==> config.mk <==
export PLATFORM = sky130hd
export DESIGN_NAME = serial_adder_ctrl
export DESIGN_NICKNAME = d
export VERILOG_FILES = /design/src/rtl/serial_adder_ctrl.sv
export SDC_FILE = /design/constraint.sdc
export NUM_CORES = 1
export LEC_CHECK = 0
export CAP_MARGIN = 15
export CORE_ASPECT_RATIO = 0.6
export CORE_MARGIN = 3
export CORE_UTILIZATION = 47
export CTS_CLUSTER_SIZE = 30
export DETAILED_ROUTE_END_ITERATION = 6
export PLACE_DENSITY = 0.75
export SYNTH_ARGS = -nofsm -noshare
export SYNTH_HDL_FRONTEND = slang
export SYNTH_SLANG_ARGS = --single-unit
==> constraint.sdc <==
create_clock -name clk -period 1.67 [get_ports clk]
set_clock_uncertainty 0.1 [all_clocks]
set_input_delay 0.2505 -clock clk [delete_from_list [all_inputs] [get_ports clk]]
set_output_delay 0.2505 -clock clk [all_outputs]
set_load 0.01 [all_outputs]
==> src/rtl/serial_adder_ctrl.sv <==
// serial_adder_ctrl
//
// Bit-serial N-bit adder. A single full-adder cell is reused for every bit
// position, LSB first, one bit per clock. This block owns the operand shift
// registers, the carry flip-flop, the sum shift register and the bit counter,
// and wraps them in a start/busy/done handshake.
//
// Handshake: start is a request sampled on each rising edge and is accepted
// only when the controller is IDLE or DONE (start while busy is dropped, not
// queued); a, b and cin are captured on that accepting edge and may change
// afterwards; busy is high for exactly N cycles while the bits are processed;
// done is a one-cycle pulse that is never coincident with busy, and sum, cout
// and ovf are valid from the done cycle on and hold until the next done.

module serial_adder_ctrl #(
    parameter int N = 8
) (
    input  logic         clk,
    input  logic         rst_n,
    input  logic         start,
    input  logic [N-1:0] a,
    input  logic [N-1:0] b,
    input  logic         cin,
    output logic         busy,
    output logic         done,
    output logic [N-1:0] sum,
    output logic         cout,
    output logic         ovf
);

    // Counter width: ceil(log2 N); N is at least 2 so this is at least 1.
    localparam int            CW   = $clog2(N);
    localparam logic [CW-1:0] LAST = CW'(N - 1);

    // Controller state. Kept as a named signal so checkers and debug views
    // can observe it directly in the hierarchy.
    typedef enum logic [1:0] {
        S_IDLE = 2'd0,
        S_RUN  = 2'd1,
        S_DONE = 2'd2
    } state_t;

    state_t state;
    state_t state_next;

    // Datapath storage.
    logic [N-1:0]  sa;       // operand A, shifted right one bit per step
    logic [N-1:0]  sb;       // operand B, shifted right one bit per step
    logic          c;        // running carry into the current bit
    logic [CW-1:0] cnt;      // index of the bit being processed
    logic [N-1:0]  sreg;     // partial sum, filled from the MSB end
    logic [N-1:0]  sum_q;
    logic          cout_q;
    logic          ovf_q;

    // Control decode.
    logic          accept;     // this edge starts a new operation
    logic          step;       // this edge performs one bit-step
    logic          last_step;  // this edge processes the MSB
    logic          fa_sum;
    logic          fa_carry;
    logic [N-1:0]  sreg_next;

    // Request acceptance and per-edge step qualification.
    always_comb begin
        accept    = start && ((state == S_IDLE) || (state == S_DONE));
        step      = (state == S_RUN);
        last_step = step && (cnt == LAST);
    end

    // The one shared full-adder cell, fed by the LSBs of the operand
    // shift registers and the carry flip-flop.
    always_comb begin
        fa_sum   = sa[0] ^ sb[0] ^ c;
        fa_carry = (sa[0] & sb[0]) | (sa[0] & c) | (sb[0] & c);
    end

    // New sum bit enters at the MSB; after N steps bit i has reached position i.
    always_comb begin
        sreg_next = {fa_sum, {(N-1){1'b0}}} | (sreg >> 1);
    end

    // FSM state register.
    always_ff @(posedge clk or negedge rst_n) begin
        if (!rst_n) begin
            state <= S_IDLE;
        end else begin
            state <= state_next;
        end
    end

    // FSM next-state logic.
    always_comb begin
        state_next = state;
        case (state)
            S_IDLE:  state_next = start ? S_RUN : S_IDLE;
            S_RUN:   state_next = last_step ? S_DONE : S_RUN;
            S_DONE:  state_next = start ? S_RUN : S_IDLE;
            default: state_next = S_IDLE;
        endcase
    end

    // FSM outputs, decoded from state only.
    always_comb begin
        busy = 1'b0;
        done = 1'b0;
        case (state)
            S_RUN:   busy = 1'b1;
            S_DONE:  done = 1'b1;
            default: begin
                busy = 1'b0;
                done = 1'b0;
            end
        endcase
    end

    // Operand shift registers: load on accept, shift right on each step.
    always_ff @(posedge clk or negedge rst_n) begin
        if (!rst_n) begin
            sa <= '0;
            sb <= '0;
        end else if (accept) begin
            sa <= a;
            sb <= b;
        end else if (step) begin
            sa <= sa >> 1;
            sb <= sb >> 1;
        end
    end

    // Carry flip-flop: seeded with cin, then follows the adder carry.
    always_ff @(posedge clk or negedge rst_n) begin
        if (!rst_n) begin
            c <= 1'b0;
        end else if (accept) begin
            c <= cin;
        end else if (step) begin
            c <= fa_carry;
        end
    end

    // Bit counter: cleared on accept, holds at N-1 on the final step so it
    // never needs to represent N.
    always_ff @(posedge clk or negedge rst_n) begin
        if (!rst_n) begin
            cnt <= '0;
        end else if (accept) begin
            cnt <= '0;
        end else if (step && !last_step) begin
            cnt <= cnt + CW'(1);
        end
    end

    // Partial-sum shift register: cleared on accept, one bit in per step.
    always_ff @(posedge clk or negedge rst_n) begin
        if (!rst_n) begin
            sreg <= '0;
        end else if (accept) begin
            sreg <= '0;
        end else if (step) begin
            sreg <= sreg_next;
        end
    end

    // Result registers: updated only on the MSB step. The carry flip-flop at
    // that step is the carry into bit N-1, so overflow is it XOR the final
    // carry out; accepting a new operation leaves the old results in place.
    always_ff @(posedge clk or negedge rst_n) begin
        if (!rst_n) begin
            sum_q  <= '0;
            cout_q <= 1'b0;
            ovf_q  <= 1'b0;
        end else if (last_step) begin
            sum_q  <= sreg_next;
            cout_q <= fa_carry;
            ovf_q  <= c ^ fa_carry;
        end
    end

    assign sum  = sum_q;
    assign cout = cout_q;
    assign ovf  = ovf_q;

    // Structural invariants of the controller.
    a_no_busy_with_done : assert property (
        @(posedge clk) disable iff (!rst_n) !(busy && done)
    );

    a_state_legal : assert property (
        @(posedge clk) disable iff (!rst_n)
        (state == S_IDLE) || (state == S_RUN) || (state == S_DONE)
    );

endmodule

==> flow_metrics.tcl, run 1 <==
set metrics [dict create \
    setup_violations 0 \
    cp.buffers_inverters 1 \
    die_y_um 54.7 \
    fin_crit_ns 1.64 \
    drive_above_1_share 0.165 \
    cp.required_ns 1.74 \
    area_delta_synth_final_pct 26.2 \
    place.gp.congestion 0.792 \
    synthesis.instances 154 \
    cap_violations 0 \
    crit_family "adder cells" \
    clk_path_buf_depth 2 \
    ir_worst_vdd_mv 0.882 \
    die_area_um2 4760 \
    hold_ws_ns 0.398 \
    cpPeakStageDelay_ns 0.42 \
    synth_area_um2 1860 \
    cp_max_fo 10 \
    antenna_found_initial 0 \
    dp.cells 231 \
    drc 0 \
    cp.arrival_ns 1.71 \
    place_ws_ns 0.0296 \
    syn_area_per_cell_um2 12.0 \
    synth-seq-area-share 0.526 \
    ys_ff_latch 39 \
    detail_route.first_pass.iterations 4 \
    grt_usage 0.187 \
    grt_pass1_vias 1361 \
    vias 1337 \
    finalCritPeriodShare 0.982 \
    grt_max_degree 40 \
    routed_wl_mm 3.88 \
    wl_per_cell_um 16.2 \
    drt_iter0_drc 70 \
    design.core.area_um2 3500 \
    layout_setup_ws_ns 0.0296 \
    hpwl_mm 2.82 \
    finalNetCount 217 \
    max_slew.worst_pin.slew_ns 0.485 \
    ios 32 \
    hold_path.class "register to register" \
    yosysUniqueCellTypes 26 \
    cts_max_level 2 \
    p_per_area_nw_per_um2 1750 \
    power_leakage_uw 0.00103 \
    port_buffers 31 \
    slew_violations 0 \
    p_total_uw 4110 \
    syn_nets 177 \
    start_kind "register" \
    path_clk_slew_ns 0.07 \
    cts_buffers 5 \
    fin_cells 239 \
    initial_core_util 0.530 \
    fmax_mhz 610 \
    yosysWarnings 0 \
    cts.sinks 39 \
    critical_path_class "register to register" \
    rows 16 \
    grt_pass1_wl_mm 6.60 \
    overflow 0 \
    slew_headroom 0.676 \
    status "completed" \
    cts_tree "done" \
    detail-route-antenna-nets 0 \
    crit_chain "ha_1 > ha_1 > nand3b_4 > buf_12 > mux2_4" \
    clock_latency_ns 0.28 \
    hold_viol_final 0 \
    die_x_um 87.1 \
    via_per_inst 5.59 \
    crit_top_cell "ha_1" \
    slowest_stage "dfrtp_1" \
    tns_ns 0 \
    antenna_cells 0 \
    endpoint_kind "register" \
    cts_root_buf "clkbuf_8" \
]
[layout make-up]
class | instances | area [µm²]
clock inverter | 1 | 5.00
inverter | 6 | 22.5
timing repair buffer | 43 | 408
clock buffer | 6 | 82.6
multi-input combinational | 99 | 792
fill | 255 | 1160
sequential | 39 | 976
tap | 45 | 56.3
[where the power goes]
group / switching, µW / total, µW / internal [µW]
clock: 306 / 629 / 324
combinational: 779 / 1760 / 977
sequential: 341 / 1730 / 1380
[sequential cells by signal, summed over array words and instances, names as in the netlist]
name	cells
sa	8
sb	8
sum	8
sreg	7
cnt	3
state	2
c	1
cout	1
ovf	1
[cells in the mapped netlist, drive strengths merged]
master	instances	area [µm²]
inv	6	22.5
a211oi	12	90.1
nor2	2	7.51
or2	1	6.26
nand2	4	15.0
nand2b	2	12.5
mux2i	16	160
buf	10	78.8
ha	2	25.0
dfrtp	39	976
o22ai	3	18.8
mux2	9	128
nor2b	13	81.3
nand3b	1	11.3
a21o	1	7.51
a21oi	17	85.1
fa	1	20.0
o21ai	6	33.8
xnor2	1	8.76
a22o	6	52.6
a32o	1	10.0
nand3	1	5.00
[layout by cell type, fill, tap and decap left out, types with 2 or more instances in the layout]
master           instances
dfrtp_1                 39
clkdlybuf4s50_1         28
a21oi_1                 17
mux2i_1                 16
nor2b_1                 12
a211oi_1                12
buf_4                   10
mux2_4                   7
inv_1                    6
a22o_1                   6
clkbuf_8                 6
nand2_1                  4
o21ai_0                  4
o22ai_1                  3
nand2b_1                 2
nor2_1                   2
mux2_2                   2
ha_1                     2
dlygate4sd2_1            2
[routing by layer]
layer / track usage / vias up / wire length [µm] / share of wire
li1: - / 639 / - / -
met1: 0.245 / 672 / 1840 / 0.48
met2: 0.311 / 22 / 1870 / 0.48
met3: 0.0481 / 4 / 145 / 0.037
met4: 0.0536 / 0 / 23 / 0.0059
met5: 0 / - / 0 / 0
[worst reg2reg max path: cells and delay by family (launching register included)]
kind / cells / cell delay [ns]
flops: 1 / 0.42
simple gates: 1 / 0.12
buf+inv: 1 / 0.15
mux: 1 / 0.30
fa+ha+maj: 2 / 0.44
[path summary, 6_finish.rpt]
kind / from / end / slack, ns / cells after the start
setup reg to reg: cnt[1] / sum[7] / 0.03 / 5
hold / removal: cnt[0] / cnt[0] / 0.40 / 1
setup / recovery: cnt[1] / sum[7] / 0.03 / 5
min in group asynchronous: rst_n / sa[2] / 0.45 / 3
hold reg to reg: cnt[0] / cnt[0] / 0.40 / 1
max in group asynchronous: rst_n / sum[0] / 0.68 / 3
[cells by family after synthesis]
family	count (synthesis)	share of synthesized area
AOI/OAI and AO/OA	46	0.160
xor gates and xnor gates	1	0.00472
adders and majority gates	3	0.0243
buffers and inverters	16	0.0546
DFF	39	0.526
muxes	25	0.155
and+or+nand+nor	24	0.0748
[stage by stage]
stage | util | area, µm²
after detailed placement | 0.638 | 2230
final | 0.669 | 2340
after CTS | 0.665 | 2330
after floorplan | - | 1860
after global placement | 0.638 | 2230
after global routing | 0.669 | 2340
[repair_timing]
item / CTS / global route
endpoints found under the hold margin: 39 / 0
hold buffers: 1 / 0
endpoints found under the setup margin: 2 / 10
gates cloned: 0 / 0
buffers inserted: 0 / 0
pin swaps: 0 / 0
resized for setup: 3 / 3
(Power assumes the default switching activity.)
==> run 2, diff against run 1 <==
CAP_MARGIN = 5   (was 15)
==> results of run 2 <==
Same layout as run 1: the final DEF is identical, and so are final timing and power.
==> run 3, diff against run 2 <==
CELL_PAD_IN_SITES_DETAIL_PLACEMENT = 0   (was default)
CELL_PAD_IN_SITES_GLOBAL_PLACEMENT = 2   (was default)
CORE_MARGIN = 8   (was 3)
CORE_UTILIZATION = 31   (was 47)
PLACE_DENSITY = default   (was 0.75)
PLACE_DENSITY_LB_ADDON = 0.1   (was default)
==> run 3 against run 2 <==
- sequential power about the same
- largest cell class unchanged
- worst setup slack improved by 0.010 ns
- register-to-register slack hardly changed
- critical endpoint is now sum[1]
- sequential share of layout area shrank 1.7 points
==> flow_metrics.tcl, run 3 (synthesized netlist as in run 1, its figures left out) <==
set metrics [dict create \
    status "completed" \
    design.core.area_um2 5680 \
    cp.required_ns 1.75 \
    grt_pass1_wl_mm 6.82 \
    place.gp.congestion 0.688 \
    place_ws_ns 0.0136 \
    rows 21 \
    finalNetCount 220 \
    fin_cells 278 \
    cts.sinks 39 \
    p_total_uw 4300 \
    via_per_inst 4.68 \
    fin_crit_ns 1.63 \
    overflow 0 \
    ios 32 \
    hold_viol_final 0 \
    detail-route-antenna-nets 0 \
    crit_top_cell "ha_1" \
    initial_core_util 0.327 \
    port_buffers 31 \
    wl_met3_um 206 \
    clock_latency_ns 0.29 \
    vias 1301 \
    grt_usage 0.0983 \
    dp.cells 265 \
    routed_wl_mm 4.17 \
    critical_path_class "register to register" \
    wl_met1_mm 2.23 \
    grt_pass1_vias 1319 \
    antenna_cells 0 \
    layout_setup_ws_ns 0.0399 \
    hold_ws_ns 0.401 \
    endpoint_kind "register" \
    hold_path.class "register to register" \
    cts_max_level 2 \
    power_leakage_uw 0.00106 \
    slew_headroom 0.661 \
    die_y_um 75.9 \
    slowest_stage "dfrtp_1" \
    final_common_cell "dfrtp_1" \
    start_kind "register" \
    drt_iter0_drc 63 \
    cts_tree "done" \
    ir_worst_vdd_mv 0.623 \
    cpPeakStageDelay_ns 0.41 \
    antenna_found_initial 0 \
    drc 0 \
    drive_above_1_share 0.182 \
    die_area_um2 8800 \
    cp.arrival_ns 1.71 \
    area_delta_synth_final_pct 31.6 \
    detail_route.first_pass.iterations 4 \
    slew_violations 0 \
    fin_area_um2 2440 \
    finalCritPeriodShare 0.976 \
    topRoutingLayerUsed "met4" \
    setup_violations 0 \
    grt_max_degree 40 \
    fillers 560 \
    hpwl_mm 2.88 \
    max_slew.worst_pin.slew_ns 0.508 \
    cts_root_buf "clkbuf_8" \
    cts_buffers 5 \
    crit_chain "ha_1 > ha_1 > nand3b_2 > buf_12 > mux2_2" \
    wl_met2_mm 1.66 \
    fmax_mhz 613 \
    clk_path_buf_depth 2 \
    place_area_um2 2280 \
    p_per_area_nw_per_um2 1760 \
    cp_max_fo 12 \
    die_x_um 116 \
    wl_per_cell_um 15.0 \
    layout_common_cells "dfrtp_1, clkdlybuf4s50_1, a21oi_1" \
    cap_violations 0 \
    path_clk_slew_ns 0.08 \
]
==> run 3: report_power, final <==
group	total (µW)	switching (µW)	internal (µW)
Sequential	1730	344	1390
Clock	821	337	484
Combinational	1750	749	1010
==> run 3: critical path: cells and delay by family (launching register included) <==
family        cells  cell delay (ns)
buf+inv           1             0.15
mux               1             0.33
simple gates      1             0.10
flops             1             0.41
fa+ha+maj         2             0.41
==> run 3: path summary, 6_finish.rpt <==
path	start	end	slack [ns]	cells after the start
min in group asynchronous	rst_n	ovf	0.45	3
max in group asynchronous	rst_n	state[0]	0.65	3
setup / recovery	cnt[0]	sum[1]	0.04	5
hold reg to reg	ovf	ovf	0.40	2
hold / removal	ovf	ovf	0.40	2
setup reg to reg	cnt[0]	sum[1]	0.04	5
==> run 3: metrics by stage <==
step	TNS, ns	util
3_5_place_dp	0	0.402
5_1_grt	-0.00674	0.430
4_1_cts	0	0.424
6_report	0	0.430
3_3_place_gp	0	0.402
2_1_floorplan	0	-
==> run 3: repair_timing <==
item / 4_1_cts / 5_1_grt
resized for setup: 3 / 2
setup buffers: 0 / 4
pin swaps: 0 / 0
hold buffers: 1 / 0
gates cloned: 0 / 0
endpoints found under the setup margin: 2 / 6
hold endpoints to repair: 39 / 0
==> run 3: layout make-up <==
type | count | area [µm²] | share of cell area
timing repair buffer | 46 | 444 | 0.182
inverter | 6 | 22.5 | 0.00922
clock inverter | 2 | 35.0 | 0.0143
sequential | 39 | 977 | 0.400
clock buffer | 6 | 82.6 | 0.0338
tap | 80 | 100 | 0.0410
multi-input combinational | 99 | 781 | 0.320
==> run 3: layer usage <==
metal,vias up,global-route usage
li1,640,-
met1,630,0.138
met2,23,0.132
met3,8,0.0332
met4,0,0.0425
met5,-,0
==> edit: new RTL, settings of run 2 <==
The parameter `N` goes from 8 to 4.
--- a/src/rtl/serial_adder_ctrl.sv
+++ b/src/rtl/serial_adder_ctrl.sv
@@ -14,5 +14,5 @@
 
 module serial_adder_ctrl #(
-    parameter int N = 8
+    parameter int N = 4
 ) (
     input  logic         clk,
Ports: changed (resized a, b and sum); port bits go from 32 to 20. No check against the original RTL was run, so the function may have changed too.
==> edit against run 2 <==
  * Wire length decreased by 48%
  * Final cell count decreased by 41%
  * Sequential cell count decreased by 17
  * Critical path depth decreased by 2
  * Total power decreased by 41%
  * Die area decreased by 37%
  * Setup slack improved by 58 ps
  * First-iteration DRC count decreased by 67%
  * Cell area decreased by 42%
  * Sequential share of layout area decreased by 1.4 points
  * Worst hold slack got worse by 160 ps
  * Synthesized area decreased by 40%
  * Combinational power decreased by 36%
  * Critical endpoint is now sreg[3]
  * Largest cell class unchanged
==> edit: results (changes against run 2) <==
qor: critical_path.worst-endpoint-arrival 1630 ps [was 1710 ps]
qor: placement.gp_congestion 0.773 [was 0.792]
qor: grt.global_route_wire_length_before_repair 3420 um [was 6600 um]
qor: route.dr_total_vias 761 [was 1,337]
qor: synth.postSynthCellCount 93 [was 154]
qor: sta.max_slew_margin 81.0% [was 67.6%]
qor: route.postRouteWirelength 2000 um [was 3880 um]
qor: route.drtIter0Drc 23 [was 70]
qor: synth.post_synth_main_area_contributors sky130_fd_sc_hd__dfrtp_1 (50%), sky130_fd_sc_hd__mux2i_1 (9.0%), sky130_fd_sc_hd__mux2_2 (8.1%) [was sky130_fd_sc_hd__dfrtp_1 (53%), sky130_fd_sc_hd__mux2i_1 (8.6%), sky130_fd_sc_hd__mux2_4 (5.7%)]
qor: power.vdd_ir_max 0.948 mV [was 0.882 mV]
qor: sta.post-route-min-period 1580 ps [was 1640 ps]
qor: synth.netlist_top_cells_count sky130_fd_sc_hd__dfrtp_1 (22), sky130_fd_sc_hd__mux2i_1 (10), sky130_fd_sc_hd__nor2b_1 (9) [was sky130_fd_sc_hd__dfrtp_1 (39), sky130_fd_sc_hd__a21oi_1 (17), sky130_fd_sc_hd__mux2i_1 (16)]
qor: critical_path.r2r_setup_slack 90 ps [was 30 ps]
qor: finish.finalNonFillerCells 140 [was 239]
qor: cts.clkLatencyLatePin 260 ps [was 280 ps]
qor: placement.dp_slack 91.8 ps [was 29.6 ps]
qor: power.leakagePower 0.590 nW [was 1.03 nW]
qor: finish.fin_nets 128 [was 217]
qor: synth.synth.yosys.seq_area_share 49.5% [was 52.6%]
qor: critical_path.regToRegStartpoint c [was cnt[1]]
qor: placement.numPortBuffers 19 [was 31]
qor: outcome.status complete, no violations [unchanged]
qor: worst_hold_path.hold_path.class in -> async [was reg -> reg]
qor: synth.synth_fp_nets 107 [was 177]
qor: synth.netlist-cell-type-count 23 [was 26]
qor: grt.vias_in_the_first_global_route 698 [was 1,361]
## edit: worst max-delay path, cell delays in order, from the launching register on
cell and delay [ps]:
sky130_fd_sc_hd__dfrtp_1 440, sky130_fd_sc_hd__fa_1 500, sky130_fd_sc_hd__mux2_2 270, sky130_fd_sc_hd__a22o_1 170
## edit: final cells by class
class | instances | area (um^2) | share of cell area [%]
clock buffers | 3 | 41.3 | 3.01
inverters | 2 | 7.51 | 0.548
multi-input cells | 62 | 504 | 36.8
flip-flops and latches | 22 | 552 | 40.3
well taps | 28 | 35.0 | 2.56
repair buffers | 23 | 230 | 16.8
## edit: where the power goes
group / switching, mW / internal (mW) / total [mW]
clock: 0.161 / 0.161 / 0.322
sequential: 0.191 / 0.780 / 0.971
combinational: 0.490 / 0.632 / 1.12
## edit: worst min-delay path by stage
stage | start | endpoint | cells past startpoint
floorplan | rst_n | c | 0
global placement | cnt[0] | cnt[0] | 1
detailed placement | sum[0] | sum[0] | 1
CTS | rst_n | sa[3] | 2
global route | rst_n | sa[3] | 2
finish | rst_n | sa[3] | 2
## edit: what timing repair did
action	4_1_cts	5_1_grt
gates resized for setup	3	0
endpoints found under the hold margin	0	0
endpoints found under the setup margin	2	0
hold buffers	0	0
## edit: through the flow
step,hold WS [ps],instance area [um^2]
final,234,1370
after floorplan,-145,1110
after global routing,249,1370
after global placement,368,1330
after CTS,240,1370
after detailed placement,394,1330
## edit: kinds of logic (layout without fill, tap and decap cells)
group           count (synthesis)  count (layout)  synth area share [%]
xor+xnor                        1               1                 0.788
mux                            19              19                  18.1
fa+ha+maj                       2               2                  2.93
buf+inv                         9              28                  5.07
simple gates                   18              18                  10.7
compound gates                 22              22                  12.8
flops                          22              22                  49.5
## edit: metal layers
metal / wire (um) / vias up / share of wire (%) / GRT usage [%]
met5: 0 / - / 0 / 0
met4: 10 / 0 / 0.50 / 2.33
met3: 89 / 2 / 4.4 / 5.44
met2: 878 / 15 / 44 / 20.3
met1: 1030 / 369 / 51 / 24.7
li1: - / 375 / - / -
